[config.mk]
export PLATFORM = sky130hd
export DESIGN_NAME = csr_trap_ctrl_flat
export DESIGN_NICKNAME = d
export VERILOG_FILES = /design/src/rtl/csr_trap_ctrl_if.sv /design/src/rtl/csr_trap_ctrl.sv /design/src/flat_wrapper.sv
export SDC_FILE = /design/constraint.sdc
export NUM_CORES = 1
export LEC_CHECK = 0
export BUFFER_PORTS_ARGS = -buffer_cell sky130_fd_sc_hd__buf_2
export CELL_PAD_IN_SITES_DETAIL_PLACEMENT = 1
export CELL_PAD_IN_SITES_GLOBAL_PLACEMENT = 1
export CORE_UTILIZATION = 26
export DETAILED_ROUTE_END_ITERATION = 7
export PLACE_DENSITY = 0.73
export SLEW_MARGIN = 20
export SYNTH_ARGS = -nofsm -noshare
export SYNTH_HDL_FRONTEND = slang
export SYNTH_SLANG_ARGS = --single-unit
export TNS_END_PERCENT = 100
[constraint.sdc]
create_clock -name clk -period 1.6 [get_ports clk]
set_input_delay 0.32 -clock clk [delete_from_list [all_inputs] [get_ports clk]]
set_output_delay 0.32 -clock clk [all_outputs]
set_load 0.005 [all_outputs]
[src/rtl/csr_trap_ctrl_if.sv]
// csr_trap_ctrl_if: bundles the request, pipeline-CSR, CSR-file and redirect
//   signals of the trap sequencer.
// slave  : sequencer side (csr_trap_ctrl).
// master : environment side (commit stage, pipeline, CSR file, fetch).
interface csr_trap_ctrl_if #(parameter int XLEN = 32);
  // commit-stage requests
  logic            trap_req;
  logic [XLEN-1:0] trap_pc;
  logic [XLEN-1:0] trap_cause;
  logic            mret_req;
  // pipeline CSR traffic
  logic            pipe_csr_we;
  logic [11:0]     pipe_csr_addr_w;
  logic [XLEN-1:0] pipe_csr_wdata;
  logic [11:0]     pipe_csr_addr_r;
  logic [XLEN-1:0] pipe_csr_rdata;
  logic            pipe_stall;
  // CSR file port
  logic            csr_we;
  logic [11:0]     csr_addr_w;
  logic [XLEN-1:0] csr_wdata;
  logic [11:0]     csr_addr_r;
  logic [XLEN-1:0] csr_rdata;
  // fetch redirect / status
  logic            redirect_valid;
  logic [XLEN-1:0] redirect_pc;
  logic            busy;

  modport slave (
    input  trap_req, trap_pc, trap_cause, mret_req,
    input  pipe_csr_we, pipe_csr_addr_w, pipe_csr_wdata, pipe_csr_addr_r,
    output pipe_csr_rdata, pipe_stall,
    output csr_we, csr_addr_w, csr_wdata, csr_addr_r,
    input  csr_rdata,
    output redirect_valid, redirect_pc, busy
  );

  modport master (
    output trap_req, trap_pc, trap_cause, mret_req,
    output pipe_csr_we, pipe_csr_addr_w, pipe_csr_wdata, pipe_csr_addr_r,
    input  pipe_csr_rdata, pipe_stall,
    input  csr_we, csr_addr_w, csr_wdata, csr_addr_r,
    output csr_rdata,
    input  redirect_valid, redirect_pc, busy
  );
endinterface

[src/rtl/csr_trap_ctrl.sv]
// csr_trap_ctrl: trap/mret sequencer owning the machine-mode CSR write port.
// Latency: trap -> mepc/mcause/mstatus writes at +1/+2/+3, redirect at +4;
//   mret -> mstatus write at +1, redirect at +2; idle pass-through is combinational.
// Backpressure: pipe_stall refuses pipeline CSR accesses while a sequence runs.
// Ports: clk, rst (sync, active-high); bus (csr_trap_ctrl_if.slave) carries the
//   requests, pipeline CSR traffic, CSR-file port, redirect and busy.
module csr_trap_ctrl #(
  parameter int XLEN = 32
) (
  input  logic            clk,
  input  logic            rst,
  csr_trap_ctrl_if.slave  bus
);

  localparam logic [11:0] ADDR_MSTATUS = 12'h300;
  localparam logic [11:0] ADDR_MTVEC   = 12'h305;
  localparam logic [11:0] ADDR_MEPC    = 12'h341;
  localparam logic [11:0] ADDR_MCAUSE  = 12'h342;

  typedef enum logic [2:0] {
    IDLE, T_MEPC, T_MCAUSE, T_MSTATUS, T_REDIR, R_MSTATUS, R_REDIR
  } state_t;

  state_t          r_state;
  logic [XLEN-1:0] r_pc;
  logic [XLEN-1:0] r_cause;

  always_ff @(posedge clk) begin
    if (rst) begin
      r_state <= IDLE;
      r_pc    <= '0;
      r_cause <= '0;
    end else begin
      case (r_state)
        IDLE: begin
          if (bus.trap_req) begin
            r_pc    <= bus.trap_pc;
            r_cause <= bus.trap_cause;
            r_state <= T_MEPC;
          end else if (bus.mret_req) begin
            r_state <= R_MSTATUS;
          end
        end
        T_MEPC:    r_state <= T_MCAUSE;
        T_MCAUSE:  r_state <= T_MSTATUS;
        T_MSTATUS: r_state <= T_REDIR;
        T_REDIR:   r_state <= IDLE;
        R_MSTATUS: r_state <= R_REDIR;
        R_REDIR:   r_state <= IDLE;
        default:   r_state <= IDLE;
      endcase
    end
  end

  logic            w_we;
  logic [11:0]     w_addr_w;
  logic [XLEN-1:0] w_wdata;
  logic [11:0]     w_addr_r;
  logic            w_redir;
  logic [XLEN-1:0] w_redir_pc;
  logic [XLEN-1:0] w_mst;
  logic            w_busy;
  logic            w_pipe_pend;

  always_comb begin
    w_we       = 1'b0;
    w_addr_w   = '0;
    w_wdata    = '0;
    w_addr_r   = '0;
    w_redir    = 1'b0;
    w_redir_pc = '0;
    w_mst      = bus.csr_rdata;
    case (r_state)
      IDLE: begin
        // A pipe write alongside an accepted request belongs to the flushed
        // instruction, so it is dropped rather than stalled.
        w_we     = bus.pipe_csr_we & ~bus.trap_req & ~bus.mret_req;
        w_addr_w = bus.pipe_csr_addr_w;
        w_wdata  = bus.pipe_csr_wdata;
        w_addr_r = bus.pipe_csr_addr_r;
      end
      T_MEPC: begin
        w_we     = 1'b1;
        w_addr_w = ADDR_MEPC;
        w_wdata  = r_pc;
      end
      T_MCAUSE: begin
        w_we     = 1'b1;
        w_addr_w = ADDR_MCAUSE;
        w_wdata  = r_cause;
      end
      T_MSTATUS: begin
        // MPIE <- MIE, MIE <- 0, MPP <- M
        w_addr_r     = ADDR_MSTATUS;
        w_mst[7]     = bus.csr_rdata[3];
        w_mst[3]     = 1'b0;
        w_mst[12:11] = 2'b11;
        w_we         = 1'b1;
        w_addr_w     = ADDR_MSTATUS;
        w_wdata      = w_mst;
      end
      T_REDIR: begin
        // direct mode only: mtvec mode bits are masked off
        w_addr_r   = ADDR_MTVEC;
        w_redir    = 1'b1;
        w_redir_pc = {bus.csr_rdata[XLEN-1:2], 2'b00};
      end
      R_MSTATUS: begin
        // MIE <- MPIE, MPIE <- 1, MPP <- M
        w_addr_r     = ADDR_MSTATUS;
        w_mst[3]     = bus.csr_rdata[7];
        w_mst[7]     = 1'b1;
        w_mst[12:11] = 2'b11;
        w_we         = 1'b1;
        w_addr_w     = ADDR_MSTATUS;
        w_wdata      = w_mst;
      end
      R_REDIR: begin
        w_addr_r   = ADDR_MEPC;
        w_redir    = 1'b1;
        w_redir_pc = {bus.csr_rdata[XLEN-1:2], 2'b00};
      end
      default: ;
    endcase
  end

  assign w_busy = (r_state != IDLE);
  // No separate read-enable exists; a non-zero read address marks a pending
  // pipeline read.
  assign w_pipe_pend = bus.pipe_csr_we | (bus.pipe_csr_addr_r != 12'h000);

  // Outputs are forced low while reset is held, including the combinational
  // pass-through, so an aborted sequence cannot issue its next write.
  assign bus.csr_we         = ~rst & w_we;
  assign bus.csr_addr_w     = rst ? 12'h000 : w_addr_w;
  assign bus.csr_wdata      = rst ? '0 : w_wdata;
  assign bus.csr_addr_r     = rst ? 12'h000 : w_addr_r;
  assign bus.redirect_valid = ~rst & w_redir;
  assign bus.redirect_pc    = rst ? '0 : w_redir_pc;
  assign bus.busy           = ~rst & w_busy;
  assign bus.pipe_stall     = ~rst & w_busy & w_pipe_pend;
  assign bus.pipe_csr_rdata = bus.csr_rdata;

endmodule

[src/flat_wrapper.sv]
// flat-port wrapper written by rule: the top's interface ports become plain ports
module csr_trap_ctrl_flat 
#(
  parameter int XLEN = 32
)
  (clk, rst, bus_trap_req, bus_trap_pc, bus_trap_cause, bus_mret_req, bus_pipe_csr_we, bus_pipe_csr_addr_w, bus_pipe_csr_wdata, bus_pipe_csr_addr_r, bus_pipe_csr_rdata, bus_pipe_stall, bus_csr_we, bus_csr_addr_w, bus_csr_wdata, bus_csr_addr_r, bus_csr_rdata, bus_redirect_valid, bus_redirect_pc, bus_busy);
  csr_trap_ctrl_if #(.XLEN(XLEN)) bus_i ();
  input  logic clk;
  input  logic rst;
  input wire logic [$bits(bus_i.trap_req)-1:0] bus_trap_req;
  input wire logic [$bits(bus_i.trap_pc)-1:0] bus_trap_pc;
  input wire logic [$bits(bus_i.trap_cause)-1:0] bus_trap_cause;
  input wire logic [$bits(bus_i.mret_req)-1:0] bus_mret_req;
  input wire logic [$bits(bus_i.pipe_csr_we)-1:0] bus_pipe_csr_we;
  input wire logic [$bits(bus_i.pipe_csr_addr_w)-1:0] bus_pipe_csr_addr_w;
  input wire logic [$bits(bus_i.pipe_csr_wdata)-1:0] bus_pipe_csr_wdata;
  input wire logic [$bits(bus_i.pipe_csr_addr_r)-1:0] bus_pipe_csr_addr_r;
  output wire logic [$bits(bus_i.pipe_csr_rdata)-1:0] bus_pipe_csr_rdata;
  output wire logic [$bits(bus_i.pipe_stall)-1:0] bus_pipe_stall;
  output wire logic [$bits(bus_i.csr_we)-1:0] bus_csr_we;
  output wire logic [$bits(bus_i.csr_addr_w)-1:0] bus_csr_addr_w;
  output wire logic [$bits(bus_i.csr_wdata)-1:0] bus_csr_wdata;
  output wire logic [$bits(bus_i.csr_addr_r)-1:0] bus_csr_addr_r;
  input wire logic [$bits(bus_i.csr_rdata)-1:0] bus_csr_rdata;
  output wire logic [$bits(bus_i.redirect_valid)-1:0] bus_redirect_valid;
  output wire logic [$bits(bus_i.redirect_pc)-1:0] bus_redirect_pc;
  output wire logic [$bits(bus_i.busy)-1:0] bus_busy;
  assign bus_i.trap_req = bus_trap_req;
  assign bus_i.trap_pc = bus_trap_pc;
  assign bus_i.trap_cause = bus_trap_cause;
  assign bus_i.mret_req = bus_mret_req;
  assign bus_i.pipe_csr_we = bus_pipe_csr_we;
  assign bus_i.pipe_csr_addr_w = bus_pipe_csr_addr_w;
  assign bus_i.pipe_csr_wdata = bus_pipe_csr_wdata;
  assign bus_i.pipe_csr_addr_r = bus_pipe_csr_addr_r;
  assign bus_pipe_csr_rdata = bus_i.pipe_csr_rdata;
  assign bus_pipe_stall = bus_i.pipe_stall;
  assign bus_csr_we = bus_i.csr_we;
  assign bus_csr_addr_w = bus_i.csr_addr_w;
  assign bus_csr_wdata = bus_i.csr_wdata;
  assign bus_csr_addr_r = bus_i.csr_addr_r;
  assign bus_i.csr_rdata = bus_csr_rdata;
  assign bus_redirect_valid = bus_i.redirect_valid;
  assign bus_redirect_pc = bus_i.redirect_pc;
  assign bus_busy = bus_i.busy;
  csr_trap_ctrl #(.XLEN(XLEN)) u_core (.clk(clk), .rst(rst), .bus(bus_i));
endmodule
* Word-level counts from Yosys, hierarchy flattened *
Index checks and enable logic that the tools add are counted.
Widths: inputs -> output; s select.

word-level totals
  register bits = 67
  input port bits = 157
  latch bits = 0
  RAM bits = 0
  bits in read-only memories = 0
  memories = 0
  word-level logic and storage cells = 40

cells by class
  reduce and logical (&&, ||, !) cells = 7
  divide/modulo/power cells = 0
  multiplexer cells = 13
  shift operators = 0
  $add $sub $neg = 0
  bitwise operators = 10
  $mul = 0
  equality and inequality tests = 7
  magnitude comparators = 0

operator list
  cell                count
  $pmux 32 s5         1
  $mux 32             3
  $pmux 12 s4         2
  $mux 12             2
  $pmux 3 s5          1
  $reduce_bool 12->1  1
  $eq 3x3->1 const B  3
  $and 1x1->1         6
  $eq 3x2->1 const B  2
  $mux 3              2
  $reduce_or 2->1     2
  $reduce_or 4->1     1
  $eq 3x1->1 const B  1
  $logic_not 3->1     1
  $ne 3x3->1 const B  1
  $not 1->1           3
  $reduce_bool 3->1   1
  $pmux 1 s2          1
  $reduce_and 2->1    1
  $mux 1              1
  $or 1x1->1          1

* Logic depth before layout (Yosys ltp) *
  depth after elaboration = 5
  depth in mapped cells = 6
  mapped depth without buffers = 3

* Worst setup path before layout *
OpenSTA, ideal clock, no wires.

  path type = reg-to-output
  from = register u_core.r_state[2]
  to = output port bus_csr_addr_r[10]
  data required time = 1280 ps
  stages on the path, launching flop included = 7
  path buffers = 3
  data arrival time = 1320 ps
  slack = -40 ps
  cells stage by stage = dfxtp_1 > buf_6 > or2_2 > buf_2 > nor3_4 > clkbuf_2 > and2_1

on the way
  word-level cells in the longest chain between the ends = 4

ends and longest elaborated chain
  item                                             line                  source
  start, declared                                  csr_trap_ctrl.sv:24   state_t r_state;
  start signal, assigned                           csr_trap_ctrl.sv:30   r_state <= IDLE;
  start signal, assigned                           csr_trap_ctrl.sv:39   r_state <= T_MEPC;
  start signal, assigned                           csr_trap_ctrl.sv:41   r_state <= R_MSTATUS;
  $eq 3x2->1 / $eq 3x3->1 (equally long branches)  --
  $reduce_or 2->1 (no line)                        --
  $pmux 12 s4 *                                    csr_trap_ctrl.sv:73   case (r_state)
  $mux 12 *                                        csr_trap_ctrl.sv:137  assign bus.csr_addr_r = rst ? 12'h000 : w_addr_r;
  end, declared                                    flat_wrapper.sv:23    output wire logic [$bits(bus_i.csr_addr_r)-1:0] bus_csr_addr_r;

Every way passes the cells marked *; elsewhere a longest branch is shown, timed or not.

* Worst setup path in the final report *
  from = register u_core.r_state[1]
  to = output port bus_csr_wdata[29]

on the way
  word-level cells in the longest chain between the ends = 3

ends and longest elaborated chain
  item                                line                  source
  $eq 3x3->1 (tied with other cells)  --
  $pmux 32 s5 *                       csr_trap_ctrl.sv:73
  $mux 32 *                           csr_trap_ctrl.sv:136  assign bus.csr_wdata = rst ? '0 : w_wdata;
  end, declared                       flat_wrapper.sv:22    output wire logic [$bits(bus_i.csr_wdata)-1:0] bus_csr_wdata;

Marks and branches as above.

==> impl_metrics.yaml <==
timing:
  hold_viol_final: 0
  fin_setup_tns_ps: -40870
  worst_pin_slew_ps: 642.8
  finalCritPeriodShare: 1.301
  slew_viol_final: 0
  skew_ps: 7.025
  finalSetupViolations: 150
  timing.fmax_mhz: 480.3
  rsz0062_at_grt: "yes"
  finalCriticalPeriod_ps: 2082
  setup_ws_ps: -482.1
  max_slew_margin: 0.5715
detailed_routing:
  wl_per_cell_um: 19.44
  dr.pass1.iters: 4
  routed_wl_um: 20900
  drtAntennaViolNets: 0
  num_vias: 5343
  drcViolationCount: 0
  drt_iter0_drc: 208
  viasPerCell: 4.970
yosys:
  synth.most_common_cell: "nand2_1"
  synthTopCellsByArea: "dfxtp_1 (31%), a21oi_1 (12%), nand2_1 (11%)"
  synthArstFlopShare: 0
  yosysTopAreaCell: "dfxtp_1"
  netlist.area_leader.share: 0.3077
  ys_ff_latch: 67
  syn_area_um2: 4359
  ys.flop_type: "dfxtp_1"
  ys_types: 41
  syn_inst: 577
  syn_area_per_cell_um2: 7.555
  synthTopCellsByCount: "nand2_1 (133), a21oi_1 (104), dfxtp_1 (67)"
  synth_edf_count: 0
  ys_warn_count: 0
  synth-seq-area-share: 0.3077
worst_setup_path:
  worst-path-max-fanout: 9
  end_kind: "output port"
  crit_required_ps: 1280
  rr_worst_depth: 6
  start_kind: "flop"
  r2r-end: "u_core.r_pc[9]$_SDFFE_PP0P_"
  endpoint: "bus_csr_wdata[29]"
  regToRegSetupSlack_ps: -170
  critical_path_class: "flop to output port"
  r2r-start: "u_core.r_state[1]$_SDFFE_PP0P_"
  cp-startpoint: "u_core.r_state[1]$_SDFFE_PP0P_"
  arrival_ps: 1760
global_routing:
  grt_overflow_total: 0
  grt_pass1_wl_um: 29820
  grt_use_total: 0.2207
  grt_max_degree: 54
  antenna_found_initial: 3
  first_global_vias: 5502
run_status:
  violations: "setup timing"
  status: "finished, violations left"
power:
  p_per_area_nw_per_um2: 931.5
  power_uw: 7014
  leakage_uw: 0.003362
  ir_worst_vdd_uv: 484.6
floorplanning:
  ios: 281
  core_um2: 16120
  die_w_um: 131.5
  start_util: 0.2705
  die-height_um: 131.5
  die-area_um2: 17290
  rows: 46
clock_network:
  h-tree-depth: 3
  root_buffer: "clkbuf_16"
  clkLatencyLatePin_ps: 340
  cts.sink_count: 67
  clockBufferDepth: 2
  clk_pin_slew_worst_paths_ps: 60
  numCtsBuffers: 9
  cts_tree: "yes"
placement:
  place.port_buffers: 278
  placement.cell_area_um2: 6018
  dp.cells: 1029
  place_hpwl_um: 13410
  pre_cts_ws_ps: -166.0
  place.gp.congestion: 0.7587
layout:
  instances_no_fill: 1075
  stdcell_area_um2: 7530
  areaGrowthSynthToFinish_pct: 72.73
  nNetsFinal: 1008
  drive_above_1_share: 0.5526
flow_run:
  drv_cap: 0
worst_hold_path:
  worst_hold_path_type: "primary input to flop"
==> cell type report <==
type,count,area [µm²]
Antenna cell,3,7.507
Clock buffer,11,254.0
Clock inverter,5,60.06
Fill cell,1955,8586
Inverter,2,7.507
Multi-Input combinational cell,420,2873
Sequential cell,67,1350
Tap cell,216,270.3
Timing Repair Buffer,351,2708
==> cells by family (layout without fill, tap and decap cells) <==
family          after synthesis  in the layout  synth area share
compound gates              145            145            0.1998
flops                        67             67            0.3077
buf+inv                      92            369            0.1329
mux                          31             31           0.07951
other cells                   1              5         0.0008603
simple gates                239            240            0.2735
xor+xnor                      2              2          0.005742
==> sequential cells by signal, summed over array words and instances (netlist names) <==
name and cells:
u_core.r_pc 32, u_core.r_state 3, u_core.r_cause 32
==> layer usage <==
metal  GRT usage  routed length [µm]  share of wire
met5           0                   0              0
met4     0.07429                 431          0.021
met3     0.03665                 926          0.044
met2      0.3862               10310           0.49
met1      0.2715                9232           0.44
==> repair_timing <==
action | CTS | global route
gates resized for setup | 57 | 112
setup buffers | 9 | 3
gates cloned | 10 | 5
hold buffers | 0 | 0
endpoints found under the setup margin | 154 | 153
pin swaps | 10 | 45
==> how the worst min path moves through the flow <==
stage | from | end | slack, ps | depth (start not counted)
final | bus_trap_cause[15] | u_core.r_cause[15]$_SDFFE_PP0P_ | 220 | 3
after global routing | bus_trap_pc[30] | u_core.r_pc[30]$_SDFFE_PP0P_ | 220 | 3
after CTS | bus_trap_cause[19] | u_core.r_cause[19]$_SDFFE_PP0P_ | 210 | 3
after detailed placement | u_core.r_pc[29]$_SDFFE_PP0P_ | u_core.r_pc[29]$_SDFFE_PP0P_ | 450 | 2
after global placement | u_core.r_cause[28]$_SDFFE_PP0P_ | u_core.r_cause[28]$_SDFFE_PP0P_ | 440 | 2
after floorplan | u_core.r_cause[0]$_SDFFE_PP0P_ | u_core.r_cause[0]$_SDFFE_PP0P_ | 430 | 2
==> cells in the final DEF, fill, tap and decap left out, drive strengths merged, types with 2 or more instances in the layout <==
cell,n
o21ai,2
buf,347
nor3b,3
nand3,3
a21o,2
nor2,10
clkinv,3
mux2i,2
dfxtp,67
nor4,3
o32a,2
diode,3
mux2,29
nand3b,29
and2,44
nand2,133
a32oi,26
xor2,2
clkbuf,15
o21ba,2
o32ai,2
a21oi,104
or4b,2
nor3,6
inv,2
o21bai,3
conb,2
==> power breakdown <==
part | switching, µW | internal, µW | total, µW | leakage, µW
clock network | 806 | 1310 | 2110 | 0.000151
logic | 1420 | 1550 | 2970 | 0.00266
registers | 108 | 1820 | 1930 | 0.000550
==> per-stage QoR <==
stage / hold slack, ps / utilization
3_3_place_gp: 439.3 / 0.3734
3_5_place_dp: 445.9 / 0.3734
6_report: 218.0 / 0.4672
2_1_floorplan: 432.9 / -
5_1_grt: 218.9 / 0.4672
4_1_cts: 210.4 / 0.4261
==> worst max-delay path, stage by stage (launching register included) <==
cell and delay [ps]:
dfxtp_4 470, buf_12 170, mux2_2 370, a32oi_1 170
a21oi_1 110, buf_2 140
(Power assumes the default switching activity.)
